File: src/rtl/minefield_sequencer.sv
// Minefield sequencer for an 8x8 board: seeds an LFSR, places unique mines,
// sweeps the board to build neighbour counts, then answers reveal requests
// and tracks win/loss.
module minefield_sequencer #(
    parameter int         NUM_MINES    = 10,
    parameter logic [7:0] DEFAULT_SEED = 8'hA5
) (
    input  logic        clk,
    input  logic        reset,
    input  logic        start,
    input  logic [7:0]  seed,
    output logic        busy,
    output logic        ready_game,
    input  logic        req_valid,
    output logic        req_ready,
    input  logic [2:0]  req_row,
    input  logic [2:0]  req_col,
    output logic        resp_valid,
    output logic        resp_mine,
    output logic [3:0]  resp_count,
    output logic [63:0] mine_map,
    output logic [63:0] revealed,
    output logic        game_over,
    output logic        game_won
);

    localparam logic [5:0] MINES_W = 6'(NUM_MINES);
    localparam logic [6:0] WIN_TGT = 7'(64 - NUM_MINES);

    typedef enum logic [2:0] {
        S_IDLE, S_CLEAR, S_PLACE, S_COUNT, S_PLAY, S_OVER
    } state_t;

    state_t      state_q, state_d;
    logic [7:0]  seed_q;
    logic [7:0]  lfsr_q;
    logic [5:0]  placed_q;
    logic [5:0]  cidx_q;
    logic [6:0]  tally_q;
    logic [63:0] mine_map_q;
    logic [63:0] revealed_q;
    logic [3:0]  counts_q [64];
    logic        resp_valid_q;
    logic        resp_mine_q;
    logic [3:0]  resp_count_q;
    logic        game_over_q;
    logic        game_won_q;

    logic        start_ok;
    logic        xfer;
    logic [5:0]  req_idx;
    logic [7:0]  lfsr_step;
    logic [5:0]  cand;
    logic        cand_new;
    logic        last_mine;
    logic        req_mine;
    logic        req_new;
    logic        win_hit;
    logic [7:0]  seed_eff;

    // Number of mines among the up-to-8 on-board neighbours of a cell.
    function automatic logic [3:0] nbr_count(input logic [63:0] m, input logic [5:0] idx);
        logic [3:0] n;
        int r, c, nr, nc;
        n = '0;
        r = int'(idx[5:3]);
        c = int'(idx[2:0]);
        for (int dr = -1; dr <= 1; dr++) begin
            for (int dc = -1; dc <= 1; dc++) begin
                nr = r + dr;
                nc = c + dc;
                if (!(dr == 0 && dc == 0) && nr >= 0 && nr < 8 && nc >= 0 && nc < 8)
                    n = n + {3'b000, m[6'(nr * 8 + nc)]};
            end
        end
        return n;
    endfunction

    // Decode of handshakes, LFSR step and placement/reveal events.
    always_comb begin
        start_ok  = start && (state_q == S_IDLE || state_q == S_PLAY || state_q == S_OVER);
        xfer      = (state_q == S_PLAY) && req_valid && !start;
        req_idx   = {req_row, req_col};
        lfsr_step = {lfsr_q[6:0], lfsr_q[7] ^ lfsr_q[5] ^ lfsr_q[4] ^ lfsr_q[3]};
        cand      = lfsr_step[5:0];
        cand_new  = !mine_map_q[cand];
        last_mine = (state_q == S_PLACE) && cand_new && (placed_q == MINES_W - 6'd1);
        req_mine  = mine_map_q[req_idx];
        req_new   = !revealed_q[req_idx];
        win_hit   = xfer && !req_mine && req_new && (tally_q == WIN_TGT - 7'd1);
        if (seed_q != 8'h00)
            seed_eff = seed_q;
        else if (DEFAULT_SEED != 8'h00)
            seed_eff = DEFAULT_SEED;
        else
            seed_eff = 8'h01;
    end

    // State register.
    always_ff @(posedge clk or posedge reset) begin
        if (reset)
            state_q <= S_IDLE;
        else
            state_q <= state_d;
    end

    // Next-state logic and state-decoded status outputs.
    always_comb begin
        state_d    = state_q;
        busy       = 1'b0;
        ready_game = 1'b0;
        req_ready  = 1'b0;
        case (state_q)
            S_IDLE: begin
                if (start_ok) state_d = S_CLEAR;
            end
            S_CLEAR: begin
                busy    = 1'b1;
                state_d = S_PLACE;
            end
            S_PLACE: begin
                busy = 1'b1;
                if (last_mine) state_d = S_COUNT;
            end
            S_COUNT: begin
                busy = 1'b1;
                if (cidx_q == 6'd63) state_d = S_PLAY;
            end
            S_PLAY: begin
                ready_game = 1'b1;
                req_ready  = 1'b1;
                if (start)
                    state_d = S_CLEAR;
                else if (xfer && (req_mine || win_hit))
                    state_d = S_OVER;
            end
            S_OVER: begin
                if (start) state_d = S_CLEAR;
            end
            default: state_d = S_IDLE;
        endcase
    end

    // Board storage, LFSR, counters and response registers.
    always_ff @(posedge clk or posedge reset) begin
        if (reset) begin
            seed_q       <= '0;
            lfsr_q       <= 8'h01;
            placed_q     <= '0;
            cidx_q       <= '0;
            tally_q      <= '0;
            mine_map_q   <= '0;
            revealed_q   <= '0;
            resp_valid_q <= 1'b0;
            resp_mine_q  <= 1'b0;
            resp_count_q <= '0;
            game_over_q  <= 1'b0;
            game_won_q   <= 1'b0;
            for (int k = 0; k < 64; k++) counts_q[k] <= '0;
        end else begin
            resp_valid_q <= 1'b0;
            if (start_ok) seed_q <= seed;
            case (state_q)
                S_CLEAR: begin
                    mine_map_q  <= '0;
                    revealed_q  <= '0;
                    game_over_q <= 1'b0;
                    game_won_q  <= 1'b0;
                    placed_q    <= '0;
                    cidx_q      <= '0;
                    tally_q     <= '0;
                    lfsr_q      <= seed_eff;
                    for (int k = 0; k < 64; k++) counts_q[k] <= '0;
                end
                S_PLACE: begin
                    lfsr_q <= lfsr_step;
                    if (cand_new) begin
                        mine_map_q[cand] <= 1'b1;
                        placed_q         <= placed_q + 6'd1;
                    end
                    if (last_mine) cidx_q <= '0;
                end
                S_COUNT: begin
                    counts_q[cidx_q] <= nbr_count(mine_map_q, cidx_q);
                    cidx_q           <= cidx_q + 6'd1;
                end
                S_PLAY: begin
                    if (xfer) begin
                        resp_valid_q        <= 1'b1;
                        resp_mine_q         <= req_mine;
                        resp_count_q        <= counts_q[req_idx];
                        revealed_q[req_idx] <= 1'b1;
                        if (req_mine)
                            game_over_q <= 1'b1;
                        else if (req_new)
                            tally_q <= tally_q + 7'd1;
                        if (win_hit) game_won_q <= 1'b1;
                    end
                end
                default: ;
            endcase
        end
    end

    assign resp_valid = resp_valid_q;
    assign resp_mine  = resp_mine_q;
    assign resp_count = resp_count_q;
    assign mine_map   = mine_map_q;
    assign revealed   = revealed_q;
    assign game_over  = game_over_q;
    assign game_won   = game_won_q;

endmodule

File: config.mk
export PLATFORM = sky130hd
export DESIGN_NAME = minefield_sequencer
export DESIGN_NICKNAME = d
export VERILOG_FILES = /design/src/rtl/minefield_sequencer.sv
export SDC_FILE = /design/constraint.sdc
export NUM_CORES = 1
export LEC_CHECK = 0
export CAP_MARGIN = 5
export CORE_ASPECT_RATIO = 1.25
export CORE_MARGIN = 3
export CORE_UTILIZATION = 30
export CTS_CLUSTER_SIZE = 14
export DETAILED_ROUTE_END_ITERATION = 8
export DONT_BUFFER_PORTS = 1
export GPL_ROUTABILITY_DRIVEN = 0
export PLACE_DENSITY = 0.49
export SLEW_MARGIN = 0
export SYNTH_ARGS = -nofsm -noshare
export SYNTH_HDL_FRONTEND = slang
export SYNTH_SLANG_ARGS = --single-unit
File: constraint.sdc
create_clock -name clk -period 14.8 [get_ports clk]
set_clock_uncertainty 0.15 [all_clocks]
set_input_delay 2.22 -clock clk [delete_from_list [all_inputs] [get_ports clk]]
set_output_delay 2.22 -clock clk [all_outputs]
set_load 0.01 [all_outputs]
### Yosys cells after proc, flatten, opt, wreduce, memory -nomap -nowiden

Cells that the tools add are included.

* add/subtract/negate cells: 22
* $lt $le $gt $ge: 27
* equality and inequality tests: 19
* mux-type cells: 88
* bitwise gates (word level): 7
* reductions and logical operators: 53

Operator list (number)
* 256-bit case mux with 2 select lines: 1
* 256-bit bitwise mux: 1
* 64-bit case mux with 2 select lines: 2
* 64-bit 2-to-1 mux: 2
* 64-bit bitwise OR: 2
* 4-bit 2-to-1 mux: 18
* 1-bit binary-select mux with 6-bit select: 11
* 6-bit by 8-bit less-than comparator with 1-bit output, second input constant: 8
* 1-bit logical AND: 31
* 1-bit 2-to-1 mux: 30
* 4-bit by 1-bit adder with 4-bit output: 7
* 4-bit binary-select mux with 6-bit select: 1
* 4-bit demux with 6-bit select: 1
* 7-bit 2-to-1 mux: 3
* 2-bit != test, second input constant: 10
* 6-bit by 4-bit adder with 6-bit output: 3
* 6-bit by 5-bit adder with 6-bit output: 3
* 3-bit 2-to-1 mux: 6
* 3-bit case mux with 6 select lines: 1
* 6-bit case mux with 3 select lines: 1
* 8-bit case mux with 2 select lines: 1
* 7-bit >= comparator, second input constant: 2
* 6-bit by 7-bit less-than comparator with 1-bit output, second input constant: 2
* 6-bit NOT with 7-bit output: 2
* other kinds (38): 67

* register bits: 430
* input port bits: 18
* output and inout port bits: 139
* word-level logic and storage cells: 293

### Logic depth before layout (Yosys ltp)

* depth in word-level cells: 30
* gate-level depth with buffers: 35
* mapped depth without buffers: 31

### Worst setup path before layout

No wires, ideal clock.

* kind: reg-to-reg
* from: register cidx_q[1]
* to: register counts_q[13] in the netlist's numbering
* library setup time: 0.133 ns
* data arrival time: 7.028 ns
* data required time: 14.517 ns
* setup slack: 7.488 ns
* stages on the path, launching flop included: 33
* buffers on the path: 3
* clock period less this slack: 7.312 ns
* path through: dfrtp_1 > buf_4 > clkinv_1 > ha_1 > ha_1 > buf_1 > mux4_2 > mux2i_1 > mux4_2 > and2_1 > ha_1 > nor3b_1 > ha_1 > ha_1 > mux2i_1 > nor3_1 > ha_1 > nand3_1 > o41ai_4 > ha_1 > nand2_1 > a21boi_0 > inv_1 > ha_1 > nand2_1 > o21ai_0 > ha_1 > nand2_1 > o21ai_1 > ha_1 > mux2i_1 > clkbuf_1 > o21ai_0

* word-level cells in the longest chain between the ends: 30
* elaborated cells between the ends (all ways): 87
* those cells by class: add/sub (17); order compare (8); mux (44); bitwise (1); reduce/logical (17)

RTL lines
* start: declaration: RTL line 38 `logic [5:0] cidx_q;`
* start signal: assignment: RTL line 185 `cidx_q <= cidx_q + 6'd1;`
* 4-bit by 1-bit adder with 5-bit output: RTL line 71 `nc = c + dc;`
* 6-bit by 5-bit adder with 6-bit output: RTL line 73 `n = n + {3'b000, m[6'(nr * 8 + nc)]};`
* 1-bit binary-select mux with 6-bit select: RTL line 73
* 1-bit 2-to-1 mux (not written as such) (2 in a row): RTL line 73
* 1-bit 2-to-1 mux: RTL line 72 `if (!(dr == 0 && dc == 0) && nr >= 0 && nr < 8 && nc >= 0 && nc < 8)`
* 4-bit 2-to-1 mux: RTL line 163 `case (state_q)`
* 4-bit by 1-bit adder with 4-bit output: RTL line 73
* 4-bit 2-to-1 mux: RTL line 72
* [13 not listed]
* 4-bit by 1-bit adder with 4-bit output: RTL line 73
* 4-bit 2-to-1 mux: RTL line 72
* 4-bit 2-to-1 mux: RTL line 163
* 4-bit by 1-bit adder with 4-bit output: RTL line 73
* 4-bit 2-to-1 mux: RTL line 72
* 4-bit 2-to-1 mux: RTL line 163
* 256-bit bitwise mux (*): RTL line 184 `counts_q[cidx_q] <= nbr_count(mine_map_q, cidx_q);`
* 256-bit case mux with 2 select lines (*): RTL line 163
* end signal: indexed assignment: RTL line 184
* end: declaration: RTL line 42 `logic [3:0] counts_q [64];`

Every way passes the cells marked *; elsewhere a longest branch is shown, timed or not. The select of a mux whose other input is x is not followed.
A chain may end at the register's enable or synchronous reset.

### Final worst setup path

* from: register cidx_q[0]
* to: register counts_q[70] in the netlist's numbering

The elaborated chain is that of the path after synthesis.

==> out/qor.csv <==
metric,value,unit
synth-edff-count,0,
antenna_found_initial,0,
layout_min_cycle_time,9.43,ns
cts_hold_buffers,0,
post-route-period-util,63.7,%
start_util,30.4,%
r2r_start,cidx_q[0]$_DFFE_PP0P_,
critical-path-max-stage-delay,0.76,ns
drv_cap,0,
die_w,251,um
power_frac_seq,28.4,%
track_usage,20.9,%
holdCritStartpoint,lfsr_q[6]$_DFFE_PP0N_,
critPathSlowestCell,xnor2_2,
final_antenna_net_count,0,
tritoncts,built,
vias,19015,
endpoint_kind,flop,
vdd_ir_drop_max,640,uV
syn_area_per_cell,9.64,um2
grt_pass1_wl,126000,um
finalSetupViolations,0,
fmax,106,MHz
hpwl,55100,um
ys.warnings.count,0,
ctsHtreeMaxLevel,2,
tns,0,ns
pwr-share-clk,20.8,%
critPathArrivalTime,9.75,ns
cp_max_fo,66,
status,completed,
port_buffers,0,
post_drt_wl_per_cell,25.5,um
cts_setup_buffers,0,
worst_pin_slew,1.20,ns
drc,0,
critPathLaunchType,flop,
syn2layout_area_growth,11.1,%
fillCellCount,7519,
drive_above_1_share,9.85,%
hold_path.class,reg2reg,
netlist_area,22500,um2
clk_pin_slew_worst_paths,0.06,ns
power.internal,2960,uW
vias_per_cell,5.88,
critPathTopFamily,adder cells,
clock_sink_count,430,
synthDistinctLibCells,73,
rsz0062_at_grt,false,
die_h,312,um
ys_seq_area_share,47.9,%
final_hold_viol_count,0,
synth_fp_nets,2378,
switching_power,3000,uW
crit_start,cidx_q[0]$_DFFE_PP0P_,
path_class,reg2reg,
synth_cells,2329,
worstSkewPairLatency,0.61,ns
drv_slew,0,
grt-ovfl-total,0,
wirelength,82600,um
switching_share,50.4,%
crit_required,15.11,ns
final_cells,3233,
dp_slack,5.45,ns
nets,2282,
leakagePower,0.0104,uW
cp_common_cell,ha_1,
critPathBufInv,4,
combPwrFrac,50.7,%
cts_max_path_buffers,3,
final_util,33.8,%
relSlewSlack,19.4,%
power.total,5960,uW
post-place-cells,3143,
die_area,78200,um2
grt_pass1_vias,18916,
grt_max_degree,173,
clockRootBuffer,clkbuf_16,
synthFlopType,dfrtp_1,
rows,111,
drt_iter0_markers,1842,
async_flop_share,100,%
cellPowerDensity,239,nW/um2
cts-resized-gates,0,
dr.pass1.iters,6,
n_antenna_cell,0,
setup_slack,5.37,ns
coreArea,73700,um2
io_pins,157,
cts_made_buffers,48,
ys_ff_latch,430,
## Yosys cell counts, drive strengths merged (15+ instances only)
library cell	number	area [um2]
o21ai	361	1810
a22oi	127	953
clkbuf	141	529
and3	17	106
nand4	21	131
mux4	46	1040
nor2	124	465
inv	28	105
mux2	33	372
mux2i	78	781
buf	42	206
a22o	16	140
nand3	281	1420
nor3	34	186
ha	28	350
nand2	197	739
a221oi	30	263
o22ai	15	93.8
a21oi	90	454
dfrtp	429	10700
## logic make-up after synthesis
logic type	count (synthesis)	synth area share, %
adders and majority gates	31	1.83
AOI/OAI and AO/OA	716	19.5
DFF	430	47.9
buffers and inverters	215	3.81
and+or+nand+nor	754	16.1
xor gates and xnor gates	26	1.11
muxes	157	9.75
## final timing paths
kind | endpoint | slack (ns) | depth (start not counted)
max reg2reg | counts_q[70]$_DFFE_PP0P_ | 5.37 | 29
max in group asynchronous | revealed[60]$_DFFE_PP0P_ | 11.42 | 2
min | lfsr_q[6]$_DFFE_PP0N_ | 0.34 | 2
max | counts_q[70]$_DFFE_PP0P_ | 5.37 | 29
min reg2reg | lfsr_q[6]$_DFFE_PP0N_ | 0.34 | 2
min in group asynchronous | counts_q[116]$_DFFE_PP0P_ | 1.45 | 1
## per-stage QoR
stage	instance area (um2)	hold slack [ns]
2_1_floorplan	22500	0.296
3_3_place_gp	23300	0.310
3_5_place_dp	23300	0.329
4_1_cts	24900	0.344
5_1_grt	24900	0.374
6_report	24900	0.341
## worst register-to-register path: cells and delay by family, from the launching register on
family,cells,cell delay (ns)
buffers and inverters,4,1.77
muxes,2,0.82
xor gates and xnor gates,4,1.73
and+or+nand+nor,6,0.76
adders and majority gates,9,2.86
AOI/OAI and AO/OA,4,0.89
DFF,1,0.34
## layout by cell type (no fill, tap or decap), types with 33 or more instances in the layout
cell type,Yosys,routed
o21ai_0,330,330
mux2_2,33,33
nand3_1,280,280
a22oi_1,127,127
dfrtp_1,429,428
nand2_1,197,197
nor2_1,124,122
mux4_2,46,46
buf_4,3,36
clkbuf_16,0,48
a21oi_1,89,89
mux2i_1,78,77
## flip-flops by register name, summed over array words and instances, names as in the netlist
| register | flops |
|---|---|
| revealed | 64 |
| mine_map | 64 |
| game_won | 1 |
| lfsr_q | 8 |
| counts_q | 256 |
| state_q | 3 |
| tally_q | 7 |
| resp_valid | 1 |
| seed_q | 8 |
| resp_count | 4 |
| placed_q | 6 |
| game_over | 1 |
| resp_mine | 1 |
| cidx_q | 6 |
## power by group through the flow
stage | clock network (uW) | logic [uW] | registers, uW
2_1_floorplan | 0 | 2060 | 1530
3_3_place_gp | 0 | 3000 | 1700
3_5_place_dp | 0 | 3050 | 1710
5_1_grt | 1310 | 3290 | 1720
4_1_cts | 1270 | 3050 | 1690
6_report | 1240 | 3020 | 1690
## per-layer routing
metal | vias up | track usage [%] | wire, um
li1 | 8467 | - | -
met1 | 9579 | 25.8 | 32500
met2 | 768 | 35.1 | 40000
met3 | 201 | 4.14 | 5830
met4 | 0 | 9.42 | 4230
met5 | - | 0 | 0
## area by class of cell
type,count,area (um2),area share [%]
repair buffers,37,290,1.16
clock buffers,72,1380,5.54
multi-input cells,1684,10900,43.9
flip-flops and latches,430,10800,43.2
clock inverters,18,239,0.958
well taps,960,1200,4.82
inverters,32,128,0.512
(Power assumes the default switching activity.)
